<file path="src/rtl/accel_seq_pkg.sv">
// accel_seq_pkg: shared op codes, FSM states, lane geometry and ctrl-word packing for the host sequencer
package accel_seq_pkg;
    localparam int LOG_NUM_PU        = 3;
    localparam int LOG_NUM_PE        = 3;
    localparam int MEM_DATA_LEN      = 16;
    localparam int LOG_MEM_NS        = 2;
    localparam int LOG_NUM_MEM_LANES = 4;
    localparam int NUM_MEM_LANES     = 1 << LOG_NUM_MEM_LANES;
    localparam int LOG_PE_LANES      = LOG_NUM_PU + LOG_NUM_PE - LOG_NUM_MEM_LANES;
    localparam int NUM_PE_LANES      = 1 << LOG_PE_LANES;
    localparam int LANE_FLD          = LOG_PE_LANES + 1;
    localparam int MEM_CTRL_W        = LOG_MEM_NS + LANE_FLD * NUM_MEM_LANES;
    localparam int BEAT_W            = MEM_DATA_LEN * NUM_MEM_LANES;

    typedef enum logic [1:0] {OP_LOAD, OP_RUN, OP_READ, OP_NOP} op_e;

    typedef enum logic [3:0] {
        S_IDLE, S_LOAD, S_LGAP, S_START, S_RUN, S_EOC, S_RREQ, S_RWAIT, S_RHOLD, S_DONE
    } state_e;

    function automatic logic [MEM_CTRL_W-1:0] build_ctrl(
        input logic [LOG_MEM_NS-1:0]   ns,
        input logic [LOG_PE_LANES-1:0] pe_sel,
        input logic                    valid
    );
        logic [MEM_CTRL_W-1:0] w;
        w = '0;
        w[LOG_MEM_NS-1:0] = ns;
        for (int i = 0; i < NUM_MEM_LANES; i++) w[LOG_MEM_NS + i * LANE_FLD +: LANE_FLD] = {pe_sel, valid};
        return w;
    endfunction
endpackage

</file>
<file path="src/rtl/accel_ctrl_encoder.sv">
// accel_ctrl_encoder: packs namespace and shared pe_sel into the mem_ctrl_in word, all-zero when idle
module accel_ctrl_encoder
    import accel_seq_pkg::*;
(
    input  logic                    valid_i,
    input  logic [LOG_MEM_NS-1:0]   ns_i,
    input  logic [LOG_PE_LANES-1:0] pe_sel_i,
    output logic [MEM_CTRL_W-1:0]   ctrl_o
);
    // idle cycles present a zero word so the accelerator sees no lane activity
    always_comb ctrl_o = valid_i ? build_ctrl(ns_i, pe_sel_i, 1'b1) : '0;
endmodule

</file>
<file path="src/rtl/accel_host_sequencer.sv">
// accel_host_sequencer: turns host LOAD/RUN/READ commands into accelerator memory, start and eoc traffic
module accel_host_sequencer
    import accel_seq_pkg::*;
#(
    parameter int TIMEOUT_LEN = 16,
    parameter int RD_LATENCY  = 1
) (
    input  logic                  clk,
    input  logic                  reset,
    input  logic                  cmd_valid_i,
    output logic                  cmd_ready_o,
    input  logic [1:0]            cmd_op_i,
    input  logic [LOG_MEM_NS-1:0] cmd_ns_i,
    input  logic [15:0]           cmd_len_i,
    input  logic                  din_valid_i,
    output logic                  din_ready_o,
    input  logic [BEAT_W-1:0]     din_data_i,
    output logic                  dout_valid_o,
    input  logic                  dout_ready_i,
    output logic [BEAT_W-1:0]     dout_data_o,
    output logic                  done_o,
    output logic                  err_timeout_o,
    output logic                  mem_rd_wrt_o,
    output logic [MEM_CTRL_W-1:0] mem_ctrl_in_o,
    output logic [BEAT_W-1:0]     mem_data_input_o,
    input  logic [BEAT_W-1:0]     mem_data_output_i,
    output logic                  start_o,
    output logic                  eoc_o,
    input  logic                  eol_i
);
    localparam int LAT_W = RD_LATENCY > 1 ? $clog2(RD_LATENCY) : 1;

    state_e                  state_q, state_d;
    logic [LOG_MEM_NS-1:0]   ns_q, ns_d;
    logic [15:0]             len_q, beat_q, beat_d;
    logic [TIMEOUT_LEN-1:0]  wd_q;
    logic [LAT_W-1:0]        lat_q;
    logic                    accept, load_hs, dout_hs, last_beat, timeout, lat_done, enc_valid;
    logic [LOG_PE_LANES-1:0] enc_pe;
    logic [MEM_CTRL_W-1:0]   enc_ctrl;
    logic                    cmd_ready_q, din_ready_q, dout_valid_q, done_q, err_q, rd_wrt_q, start_q, eoc_q;
    logic [BEAT_W-1:0]       dout_data_q, data_q;
    logic [MEM_CTRL_W-1:0]   ctrl_q;

    accel_ctrl_encoder u_enc (
        .valid_i (enc_valid),
        .ns_i    (ns_d),
        .pe_sel_i(enc_pe),
        .ctrl_o  (enc_ctrl)
    );

    // next-state decode; read requests take pe_sel from the beat about to be issued
    always_comb begin
        accept    = cmd_valid_i & cmd_ready_q;
        load_hs   = din_valid_i & din_ready_q;
        dout_hs   = dout_valid_q & dout_ready_i;
        last_beat = beat_q == len_q - 16'd1;
        timeout   = wd_q == '1;
        lat_done  = lat_q == LAT_W'(RD_LATENCY - 1);
        ns_d      = accept ? cmd_ns_i : ns_q;
        beat_d    = accept ? '0 : (load_hs | dout_hs) ? beat_q + 16'd1 : beat_q;
        state_d   = state_q;
        case (state_q)
            S_IDLE:  if (accept) state_d = cmd_op_i == OP_RUN ? S_START :
                                           (cmd_op_i == OP_NOP || cmd_len_i == '0) ? S_DONE :
                                           cmd_op_i == OP_LOAD ? S_LOAD : S_RREQ;
            S_LOAD:  if (load_hs && last_beat) state_d = S_LGAP;
            S_LGAP:  state_d = S_DONE;
            S_START: state_d = S_RUN;
            S_RUN:   if (eol_i || timeout) state_d = S_EOC;
            S_EOC:   state_d = S_DONE;
            S_RREQ:  state_d = S_RWAIT;
            S_RWAIT: if (lat_done) state_d = S_RHOLD;
            S_RHOLD: if (dout_hs) state_d = last_beat ? S_DONE : S_RREQ;
            default: state_d = S_IDLE;
        endcase
        enc_valid = load_hs | (state_d == S_RREQ);
        enc_pe    = load_hs ? beat_q[LOG_PE_LANES-1:0] : beat_d[LOG_PE_LANES-1:0];
    end

    // state, counters and every output flop; outputs mirror the state being entered
    always_ff @(posedge clk) begin
        if (reset) begin
            state_q      <= S_IDLE;
            ns_q         <= '0;
            len_q        <= '0;
            beat_q       <= '0;
            wd_q         <= '0;
            lat_q        <= '0;
            cmd_ready_q  <= 1'b0;
            din_ready_q  <= 1'b0;
            dout_valid_q <= 1'b0;
            dout_data_q  <= '0;
            done_q       <= 1'b0;
            err_q        <= 1'b0;
            rd_wrt_q     <= 1'b0;
            ctrl_q       <= '0;
            data_q       <= '0;
            start_q      <= 1'b0;
            eoc_q        <= 1'b0;
        end else begin
            state_q      <= state_d;
            ns_q         <= ns_d;
            len_q        <= accept ? cmd_len_i : len_q;
            beat_q       <= beat_d;
            wd_q         <= state_q == S_RUN ? wd_q + TIMEOUT_LEN'(1) : '0;
            lat_q        <= state_q == S_RWAIT ? lat_q + LAT_W'(1) : '0;
            cmd_ready_q  <= state_d == S_IDLE;
            din_ready_q  <= state_d == S_LOAD;
            dout_valid_q <= state_d == S_RHOLD;
            dout_data_q  <= (state_q == S_RWAIT && lat_done) ? mem_data_output_i : dout_data_q;
            done_q       <= state_d == S_DONE;
            err_q        <= accept ? 1'b0 : (state_q == S_RUN && timeout && !eol_i) ? 1'b1 : err_q;
            rd_wrt_q     <= state_d == S_RREQ;
            ctrl_q       <= enc_ctrl;
            data_q       <= load_hs ? din_data_i : '0;
            start_q      <= state_d == S_START;
            eoc_q        <= state_d == S_EOC;
        end
    end

    assign cmd_ready_o      = cmd_ready_q;
    assign din_ready_o      = din_ready_q;
    assign dout_valid_o     = dout_valid_q;
    assign dout_data_o      = dout_data_q;
    assign done_o           = done_q;
    assign err_timeout_o    = err_q;
    assign mem_rd_wrt_o     = rd_wrt_q;
    assign mem_ctrl_in_o    = ctrl_q;
    assign mem_data_input_o = data_q;
    assign start_o          = start_q;
    assign eoc_o            = eoc_q;
endmodule

</file>
<file path="config.mk">
export PLATFORM = sky130hd
export DESIGN_NAME = accel_host_sequencer
export DESIGN_NICKNAME = d
export VERILOG_FILES = /design/src/rtl/accel_seq_pkg.sv /design/src/rtl/accel_ctrl_encoder.sv /design/src/rtl/accel_host_sequencer.sv
export SDC_FILE = /design/constraint.sdc
export NUM_CORES = 1
export LEC_CHECK = 0
export ABC_AREA = 1
export BUFFER_PORTS_ARGS = -buffer_cell sky130_fd_sc_hd__buf_4
export CAP_MARGIN = 20
export CORE_AREA = 2 2 428 430
export CTS_BUF_LIST = sky130_fd_sc_hd__clkbuf_4 sky130_fd_sc_hd__clkbuf_8
export DETAILED_ROUTE_END_ITERATION = 8
export DIE_AREA = 0 0 430 432
export MAX_ROUTING_LAYER = met4
export PLACE_DENSITY = 0.37
export SYNTH_ARGS = -nofsm -noshare
export SYNTH_HDL_FRONTEND = slang
export SYNTH_SLANG_ARGS = --single-unit
</file>
<file path="constraint.sdc">
create_clock -name clk -period 3.25 [get_ports clk]
set_input_delay 0.325 -clock clk [delete_from_list [all_inputs] [get_ports clk]]
set_output_delay 0.325 -clock clk [all_outputs]
set_load 0.01 [all_outputs]
</file>
# Word level (Yosys, flattened, before mapping)
# Cells that the tools add are included.
# op_classes
n_addsub	4
n_eq_ne	18
mux	15
bitwise_logic	10
n_reduce_logical	17
# op_table
operator	count
$mux 48	1
$add 16x1->16 const B	2
$mux 4	8
$pmux 4 s8	1
$eq 4x3->1 const B	6
$eq 16x16->1	1
$eq 16x16->1 const B	1
$logic_not 16->1	1
$sub 16x1->16 const B	1
$eq 4x2->1 const B	3
$eq 4x4->1 const B	3
$reduce_or 2->1	6
$eq 4x1->1 const B	2
$logic_not 4->1	2
$mux 2	4
$not 1->1	5
$logic_and 1x1->1	4
$and 1x1->1	3
$mux 3	1
$eq 2x1->1 const B	1
$eq 2x2->1 const B	1
$logic_not 2->1	1
$logic_or 1x1->1	2
$or 1x1->1	2
other kinds (2)	2
# word_totals
reg_bits	625
inputBits	538
output_inout_bits	570
wordCells	83

# Longest topological paths before layout
# Gate-level depths: netlist (run 1).
# logic_depth
ltp_word	10
ltp_mapped	20
mapped_depth_nobuf	20

# Cells and area by module
# Synthesis (run 1) repeated with hierarchy kept, for this count alone.
# hier_totals
hier_cells	2690
hier_area_um2	21215.3
# modules_own_cells
module	n_inst	cells_each	area_per_inst_um2	seq_area_each_um2
accel_host_sequencer	1	2636	20840.0	12512.0
accel_ctrl_encoder	1	54	375.4	0.0

# Worst setup path after synthesis (run 1)
# Ideal clock, no wire load.
# synth_path
path_kind	register -> register
start	register len_q[0]
end	register ctrl_q[0], in the netlist mem_ctrl_in_o[0]
setup_time_ns	0.119
arrival_time_ns	1.861
required_time_ns	3.131
path_slack_ns	1.270
path_stages_with_launch	18
path_buffers	0
synth_period_minus_slack_ns	1.980
cell_sequence	dfxtp_1 inv_2 ha_1 nand2_1 nor2_1 nand2_1 nor2_1 nand2_1 nand2_1 nand4_2 nor2_4 nand2_1 nand3_1 nand3_1 nand2_1 nor2_4 nor2_4 nor2_1
# synth_between
elab_chain_len	9
word_cells_on_any_way	11
classes_between	add/sub (1); eq/ne (2); mux (4); bitwise (2); reduce/logical (2)
# synth_lines
item	line	text
from (decl)	accel_host_sequencer.sv:35	logic [15:0] len_q, beat_q, beat_d;
from (signal assigned)	accel_host_sequencer.sv:104	len_q <= accept ? cmd_len_i : len_q;
$sub 16x1->16 *	accel_host_sequencer.sv:57	last_beat = beat_q == len_q - 16'd1;
$eq 16x16->1 *	accel_host_sequencer.sv:57	
$mux 4 or $logic_and 1x1->1 (tied branches)	accel_host_sequencer.sv:74, accel_host_sequencer.sv:67	
$mux 4 (on tied branches)	accel_host_sequencer.sv:74, accel_host_sequencer.sv:67	
$pmux 4 s8 *	accel_host_sequencer.sv:63	case (state_q)
$eq 4x3->1 *	accel_host_sequencer.sv:77	enc_valid = load_hs | (state_d == S_RREQ);
$or 1x1->1 *	accel_host_sequencer.sv:77	
$not 1->1 (no source line) *	n/a	
$reduce_or 2->1 (no source line) *	n/a	
to (signal assigned)	accel_host_sequencer.sv:115	ctrl_q <= enc_ctrl;
to (decl)	accel_host_sequencer.sv:43	logic [MEM_CTRL_W-1:0] ctrl_q;
# Mark *: on every way between the ends. The rest lies on a longest branch, timed or not.
# A chain may end at the register's enable or synchronous reset.

# Worst setup path after layout (run 1)
# layout_path
start	register state_q[2]
end	register dout_data_q[253], in the netlist dout_data_o[253]
# layout_between
elab_chain_len	2
# layout_lines
item	line	text
from (decl)	accel_host_sequencer.sv:33	state_e state_q, state_d;
from (signal assigned)	accel_host_sequencer.sv:102	state_q <= state_d;
$eq 4x3->1	accel_host_sequencer.sv:111	dout_data_q <= (state_q == S_RWAIT && lat_done) ? mem_data_output_i : dout_data_q;
$logic_and 1x1->1	accel_host_sequencer.sv:111	
to (signal assigned)	accel_host_sequencer.sv:111	
to (decl)	accel_host_sequencer.sv:42	logic [BEAT_W-1:0] dout_data_q, data_q;
# No other way between the ends.

==> results of run 1 <==
-- critical path: stages, from the launching register on --
cell and delay [ns]:
dfxtp_1 0.35, inv_1 0.08, nor2_1 0.04, inv_1 0.12, nor3_1 0.08, inv_1 0.09, nor2_4 0.06, inv_8 0.35
buf_4 0.75, nor2_1 0.17, nor2_1 0.13
-- kinds of logic (layout without fill, tap and decap cells) --
logic type      count (synthesis)  in the layout  share of synthesized area [%]
fa+ha+maj                       3              3                          0.191
compound gates                324            324                           8.39
buf+inv                       495           2209                           10.3
flops                         580            580                           59.1
mux                             2              2                          0.102
other cells                     0             27                              0
xor+xnor                       21             21                           1.01
simple gates                 1040           1040                           20.9
-- placed cells by master (no fill, tap or decap), types with 12 or more instances in the layout --
| cell | count |
|---|---|
| xor2_1 | 12 |
| nor2_1 | 861 |
| nand3_1 | 24 |
| dfxtp_1 | 580 |
| clkbuf_8 | 142 |
| a21oi_1 | 26 |
| nand2_1 | 102 |
| inv_1 | 321 |
| o21ai_0 | 286 |
| diode_2 | 27 |
| buf_4 | 1124 |
| clkbuf_4 | 45 |
| nor3_1 | 12 |
| dlygate4sd3_1 | 540 |
-- per-layer routing --
layer	GRT usage, %	part of all wire (%)
met1	17.1	43
met5	-	0
met4	4.83	2.7
met3	5.00	8.4
met2	20.9	46
-- per-stage QoR --
| step | cell area [um2] | util, % | setup WS, ns |
|---|---|---|---|
| 2_1_floorplan | 19700 | - | 1.27 |
| 3_3_place_gp | 30500 | 16.8 | 0.806 |
| 3_5_place_dp | 30500 | 16.8 | 0.788 |
| 4_1_cts | 38400 | 21.1 | 0.727 |
| 5_1_grt | 38400 | 21.2 | 0.512 |
| 6_report | 38500 | 21.2 | 0.819 |
-- sequential cells by signal, summed over array words and instances, names as in the netlist, 2 cells and up --
| signal | flops |
|---|---|
| mem_ctrl_in_o | 5 |
| ns_q | 2 |
| len_q | 16 |
| mem_data_input_o | 256 |
| beat_q | 16 |
| dout_data_o | 256 |
| wd_q | 16 |
| state_q | 4 |
-- power breakdown --
group | switching, mW | total [mW] | internal (mW) | leakage [nW]
combinational | 1.57 | 3.09 | 1.51 | 12.8
clock | 3.66 | 8.30 | 4.64 | 1.34
sequential | 0.226 | 7.62 | 7.39 | 4.68
total | 5.46 | 19.0 | 13.5 | 18.8
-- layout make-up --
type                       count  area (um2)  share of cell area (%)
clock inverter                21         236                   0.615
timing repair buffer        1671       14000                    36.4
inverter                     330        1260                    3.28
antenna                       27        67.6                   0.176
sequential                   580       11600                    30.2
tap                         2385        2980                    7.76
clock buffer                 187        2290                    5.96
multi-input combinational   1390        6020                    15.7
-- worst max-delay path by stage --
stage / start / to / slack [ns] / depth (start not counted)
5_1_grt: wd_q[0] / mem_ctrl_in_o[46] / 0.51 / 15
3_5_place_dp: state_q[2] / dout_data_o[253] / 0.79 / 10
3_3_place_gp: state_q[3] / dout_data_o[253] / 0.81 / 9
6_report: state_q[2] / dout_data_o[253] / 0.82 / 10
4_1_cts: state_q[2] / dout_data_o[253] / 0.73 / 10
2_1_floorplan: len_q[0] / mem_ctrl_in_o[0] / 1.27 / 17
-- timing repair --
action / 4_1_cts / 5_1_grt
hold buffers: 540 / 0
endpoints found under the hold margin: 552 / 0
buffers inserted: 0 / 0
==> results by group, run 1 <==
Outcome
  – Status: finished, final reports clean

Cells and area
  – # fillers: 20389
  – Finished Layout Cells: 6591
  – Fin nets: 4629
  – Share of layout cells above drive strength 1: 32.7%
  – Layout overhead on the synthesized area: 95.7%

Routing
  – Detail Route Antenna Nets: 0
  – WL/cell: 19.9 um
  – Drt pass-1 iters: 5
  – Via Count: 22020
  – Initial detailed-routing violation count: 1016
  – DRC viols: 0
  – Routed WL: 131000 um
  – Post-DR vias/cell: 3.34

Floorplanning
  – Rows: 157
  – Die Wd: 430 um
  – Top Ports: 1108
  – Core area: 0.182 mm2
  – Die height: 432 um
  – Initial Util: 10.8%
  – Die ar.: 0.186 mm2

Clocking
  – Clock sink total: 580
  – H-tree depth: 3
  – Clk pin slew, worst setup/hold paths: 0.06 ns
  – CTS root buf: clkbuf_8
  – Cts repair resizes: 0
  – CTS tree: yes
  – Clock buffer depth: 3
  – TritonCTS buffer count: 115
  – Clk Latency, worst-skew pair: 0.87 ns

STA
  – Slew margin rel.: 41.7%
  – Fin Hold WS: 0.135 ns
  – Fin crit period: 2.43 ns
  – Fmax: 411 MHz
  – Worst Tran Pin Value: 0.874 ns
  – Max-slew violation count: 0
  – Final Hold Viols: 0
  – Setup skew after layout: 0.0485 ns
  – Final setup viols: 0
  – RSZ-0062 raised after global routing: no
  – Aggregate negative setup slack: 0 ns
  – Final worst-path cycle share: 74.8%

Pwr
  – PD cells: 494 mW/mm2
  – Pwr Total: 19.0 mW
  – Peak supply drop: 0.293 mV
  – Leakage: 18.8 nW

Synthesis
  – Yosys warnings: 0
  – Cell accounting for the most synthesized area: dfxtp_1
  – Average cell area after synthesis: 7.97 um2
  – FF+latch count, synth: 580
  – Syn nets: 3006
  – Top_reg_cell synth: dfxtp_1
  – Top cells by count, synth: nor2_1 (862), dfxtp_1 (580), inv_1 (323), o21ai_0 (286), clkbuf_1 (117)
  – Area contributors post-synth: dfxtp_1 (59%), nor2_1 (16%), o21ai_0 (7.3%)
  – Top-count cell post-synth: nor2_1
  – Gate Count Post-Synth: 2465
  – Top cell type's share of synthesized area: 59.1%
  – Register area share after synthesis: 59.1%
  – Cell Area, Synth: 0.0197 mm2
  – EDFF count, synth: 0
  – Asr flop ratio synth: 0%
  – Distinct cells, synth: 38

Flow run
  – Max-cap violations: 0

Min path
  – Hold path depth: 7
  – Worst Hold End: mem_rd_wrt_o
  – Hold WC Path Type: in2reg
  – Hold Startpoint: cmd_op_i[1]

Critical path
  – Type of destination of the critical path: flip-flop
  – Critical path class: reg2reg
  – Worst reg2reg path endpoint: dout_data_o[253]
  – CP startpoint kind: flip-flop
  – Reg-to-reg slack, setup: 0.82 ns
  – Critical Path RT: 4.03 ns
  – Worst R2R Start: state_q[2]
  – Reg2Reg Depth: 10
  – Crit-path max FO: 88
  – Worst EP arrival: 3.21 ns

Placed design
  – I/O Buffers: 1107
  – DP HPWL: 106000 um
  – Dpl cells: 5816
  – Routability-driven placement congestion ratio: 0.875

GRT
  – First-pass GRT wire length: 176000 um
  – Global route total overflow: 0
  – Vias in the first global route: 22385
  – Initial antenna violation count: 38
  – Largest net degree at the start of global routing: 89
  – Tot GR Track Use: 13.9%
Note: power is estimated with default switching activity, not from simulation.
==> inputs of run 2 (changes only) <==
Settings changed: CORE_AREA 2 2 428 430 to 2 2 436 438, DIE_AREA 0 0 430 432 to 0 0 438 440.
Clock period 3.25 ns to 2.15 ns, I/O delays scaled along.
==> run 2 against run 1 <==
Against the previous run:
- the flow now finishes with violations (negative setup slack)
- sequential share of layout area down 1.7 points
- die area up 3.7%
- final cell count up 4.9%
- clock-buffer cell count down 6
- highest routed layer unchanged
- via count up 3.9%
- critical path depth up 10
- critical path type unchanged
- critical endpoint is now mem_ctrl_in_o[0]
- final area up 6.0%
==> results by group, run 2 (synthesis results as in run 1) <==
Outcome
  – Status: finished with violations (was finished, final reports clean)
  – Failing checks: negative setup slack

GRT
  – First-pass GRT wire length: 184000 um (was 176000 um)
  – Global route total overflow: 0 (unchanged)
  – Largest net degree at the start of global routing: 62 (was 89)
  – Tot GR Track Use: 14.1% (was 13.9%)
  – Vias in the first global route: 23137 (was 22385)
  – Initial antenna violation count: 62 (was 38)

STA
  – Fin crit period: 2.36 ns (was 2.43 ns)
  – Setup WS post-layout: -0.209 ns (was 0.819 ns)
  – Worst Tran Pin Value: 0.659 ns (was 0.874 ns)
  – Final worst-path cycle share: 110% (was 74.8%)
  – Max-slew violation count: 0 (unchanged)
  – Setup skew after layout: 0.0806 ns (was 0.0485 ns)
  – Slew margin rel.: 56.1% (was 41.7%)
  – Final setup viols: 13 (was 0)
  – RSZ-0062 raised after global routing: yes (was no)
  – Final Hold Viols: 0 (unchanged)
  – Fmax: 424 MHz (was 411 MHz)

Min path
  – Hold path depth: 4 (was 7)
  – Hold WC Path Type: in2reg (unchanged)
  – Hold Startpoint: din_data_i[225] (was cmd_op_i[1])

Placed design
  – I/O Buffers: 1107 (unchanged)
  – Place WS: -0.219 ns (was 0.788 ns)
  – DP HPWL: 114000 um (was 106000 um)
  – Routability-driven placement congestion ratio: 0.874 (was 0.875)

Cells and area
  – Commonest non-fill, non-tap cell in the layout: buf_4 (unchanged)
  – Most frequent cells in the layout: buf_4 (1193), nor2_1 (850), dlygate4sd3_1 (636), dfxtp_1 (574), inv_1 (317) (was buf_4 (1124), nor2_1 (861), dfxtp_1 (580), dlygate4sd3_1 (540), inv_1 (321))
  – Layout overhead on the synthesized area: 107% (was 95.7%)
  – Share of layout cells above drive strength 1: 34.5% (was 32.7%)
  – Fin nets: 4811 (was 4629)

Routing
  – DRC viols: 0 (unchanged)
  – Initial detailed-routing violation count: 1140 (was 1016)
  – Drt pass-1 iters: 5 (unchanged)
  – WL/cell: 20.1 um (was 19.9 um)
  – Detail Route Antenna Nets: 0 (unchanged)
  – Routed WL: 139000 um (was 131000 um)
  – Post-DR vias/cell: 3.31 (was 3.34)
  – Via Count: 22886 (was 22020)

Critical path
  – Type of destination of the critical path: flip-flop (unchanged)
  – CP startpoint kind: flip-flop (unchanged)
  – Critical Path RT: 2.92 ns (was 4.03 ns)
  – Reg2Reg Depth: 20 (was 10)
  – Reg-to-reg slack, setup: -0.21 ns (was 0.82 ns)
  – Critical path class: reg2reg (unchanged)
  – Crit-path max FO: 5 (was 88)
  – Worst R2R Start: len_q[0] (was state_q[2])
  – Worst EP arrival: 3.12 ns (was 3.21 ns)
  – Worst Setup SP: len_q[0] (was state_q[2])

Floorplanning
  – Die ar.: 0.193 mm2 (was 0.186 mm2)
  – Rows: 160 (was 157)
  – Die height: 440 um (was 432 um)
  – Initial Util: 10.4% (was 10.8%)
  – Core area: 0.189 mm2 (was 0.182 mm2)
  – Die Wd: 438 um (was 430 um)
  – Top Ports: 1108 (unchanged)

Pwr
  – Pwr Total: 29.9 mW (was 19.0 mW)
  – PD cells: 734 mW/mm2 (was 494 mW/mm2)
  – Peak supply drop: 0.432 mV (was 0.293 mV)
  – Leakage: 19.8 nW (was 18.8 nW)

Clocking
  – Clk pin slew, worst setup/hold paths: 0.06 ns (about the same)
  – TritonCTS buffer count: 116 (was 115)
  – Clock buffer depth: 3 (unchanged)
  – CTS tree: yes (unchanged)
  – Clk Latency, worst-skew pair: 0.90 ns (was 0.87 ns)
  – Clock sink total: 580 (unchanged)
  – H-tree depth: 3 (unchanged)
  – CTS root buf: clkbuf_8 (unchanged)

Flow run
  – Max-cap violations: 0 (unchanged)
## run 2: cell types whose count changed in the layout (fill, tap and decap cells not counted), sizes merged, moves of 6 or more
cell	change
buf	+85
clkinv	+8
diode	+8
dlygate4sd3	+96
clkbuf	-6
## run 2: critical path: stages (launching register included)
cell and delay (ns):
dfxtp_2 0.33, inv_2 0.05, ha_4 0.26, inv_2 0.03, nand2_2 0.05, nand2_2 0.05
nor2_2 0.13, nand3_2 0.11, nor2_4 0.12, nand2_1 0.05, nor2_1 0.10, nand2_1 0.10
nor2_4 0.19, nand3_2 0.10, nand2_2 0.07, nand2_2 0.06, nor2_4 0.14, nand2_2 0.07
nor2_4 0.11, nor2_4 0.05, nor2_1 0.10
## run 2: worst paths after layout
path	endpoint
max	mem_ctrl_in_o[0]
min	mem_data_input_o[225]
max reg2reg	mem_ctrl_in_o[0]
min reg2reg	err_timeout_o
## run 2: repair_timing
action                                 in CTS  in global routing
endpoints found under the hold margin     556                  0
gates resized for setup                    16                 44
pin swaps                                   4                 19
hold buffers                              636                  0
setup endpoints to repair                  57                 25
buffers inserted                            2                  3
## run 2: power breakdown
group,switching (mW),total [mW],internal (mW)
clock,5.60,13.1,7.51
combinational,2.66,5.32,2.66
sequential,0.329,11.5,11.2
total,8.59,29.9,21.3
## run 2: layout make-up
type | instances | area [um2]
well taps | 2511 | 3140
repair buffers | 1852 | 15800
inverters | 330 | 1260
multi-input cells | 1390 | 6220
clock buffers | 181 | 2320
diodes | 35 | 87.6
flip-flops and latches | 580 | 11600
fillers | 21165 | 148000
clock inverters | 32 | 370
## run 2: per-stage QoR
step | TNS (ns) | cell area, um2 | hold slack, ns | util, % | cells
floorplan | 0 | 19700 | 0.327 | - | 2465
global placement | -2.40 | 31400 | 0.428 | 16.6 | 6022
detailed placement | -2.01 | 31400 | 0.433 | 16.6 | 6022
CTS | -1.19 | 40500 | 0.0000223 | 21.5 | 6873
global route | -5.65 | 40800 | 0.0367 | 21.6 | 6905
finish | -2.09 | 40800 | 0.122 | 21.6 | 6911
## run 2: layer usage
metal / wire length, um / GRT usage, % / vias to the layer above
li1: - / - / 11131
met1: 59100 / 17.2 / 10748
met2: 60900 / 20.4 / 823
met3: 14400 / 6.20 / 184
met4: 4130 / 4.98 / 0
met5: 0 / - / -
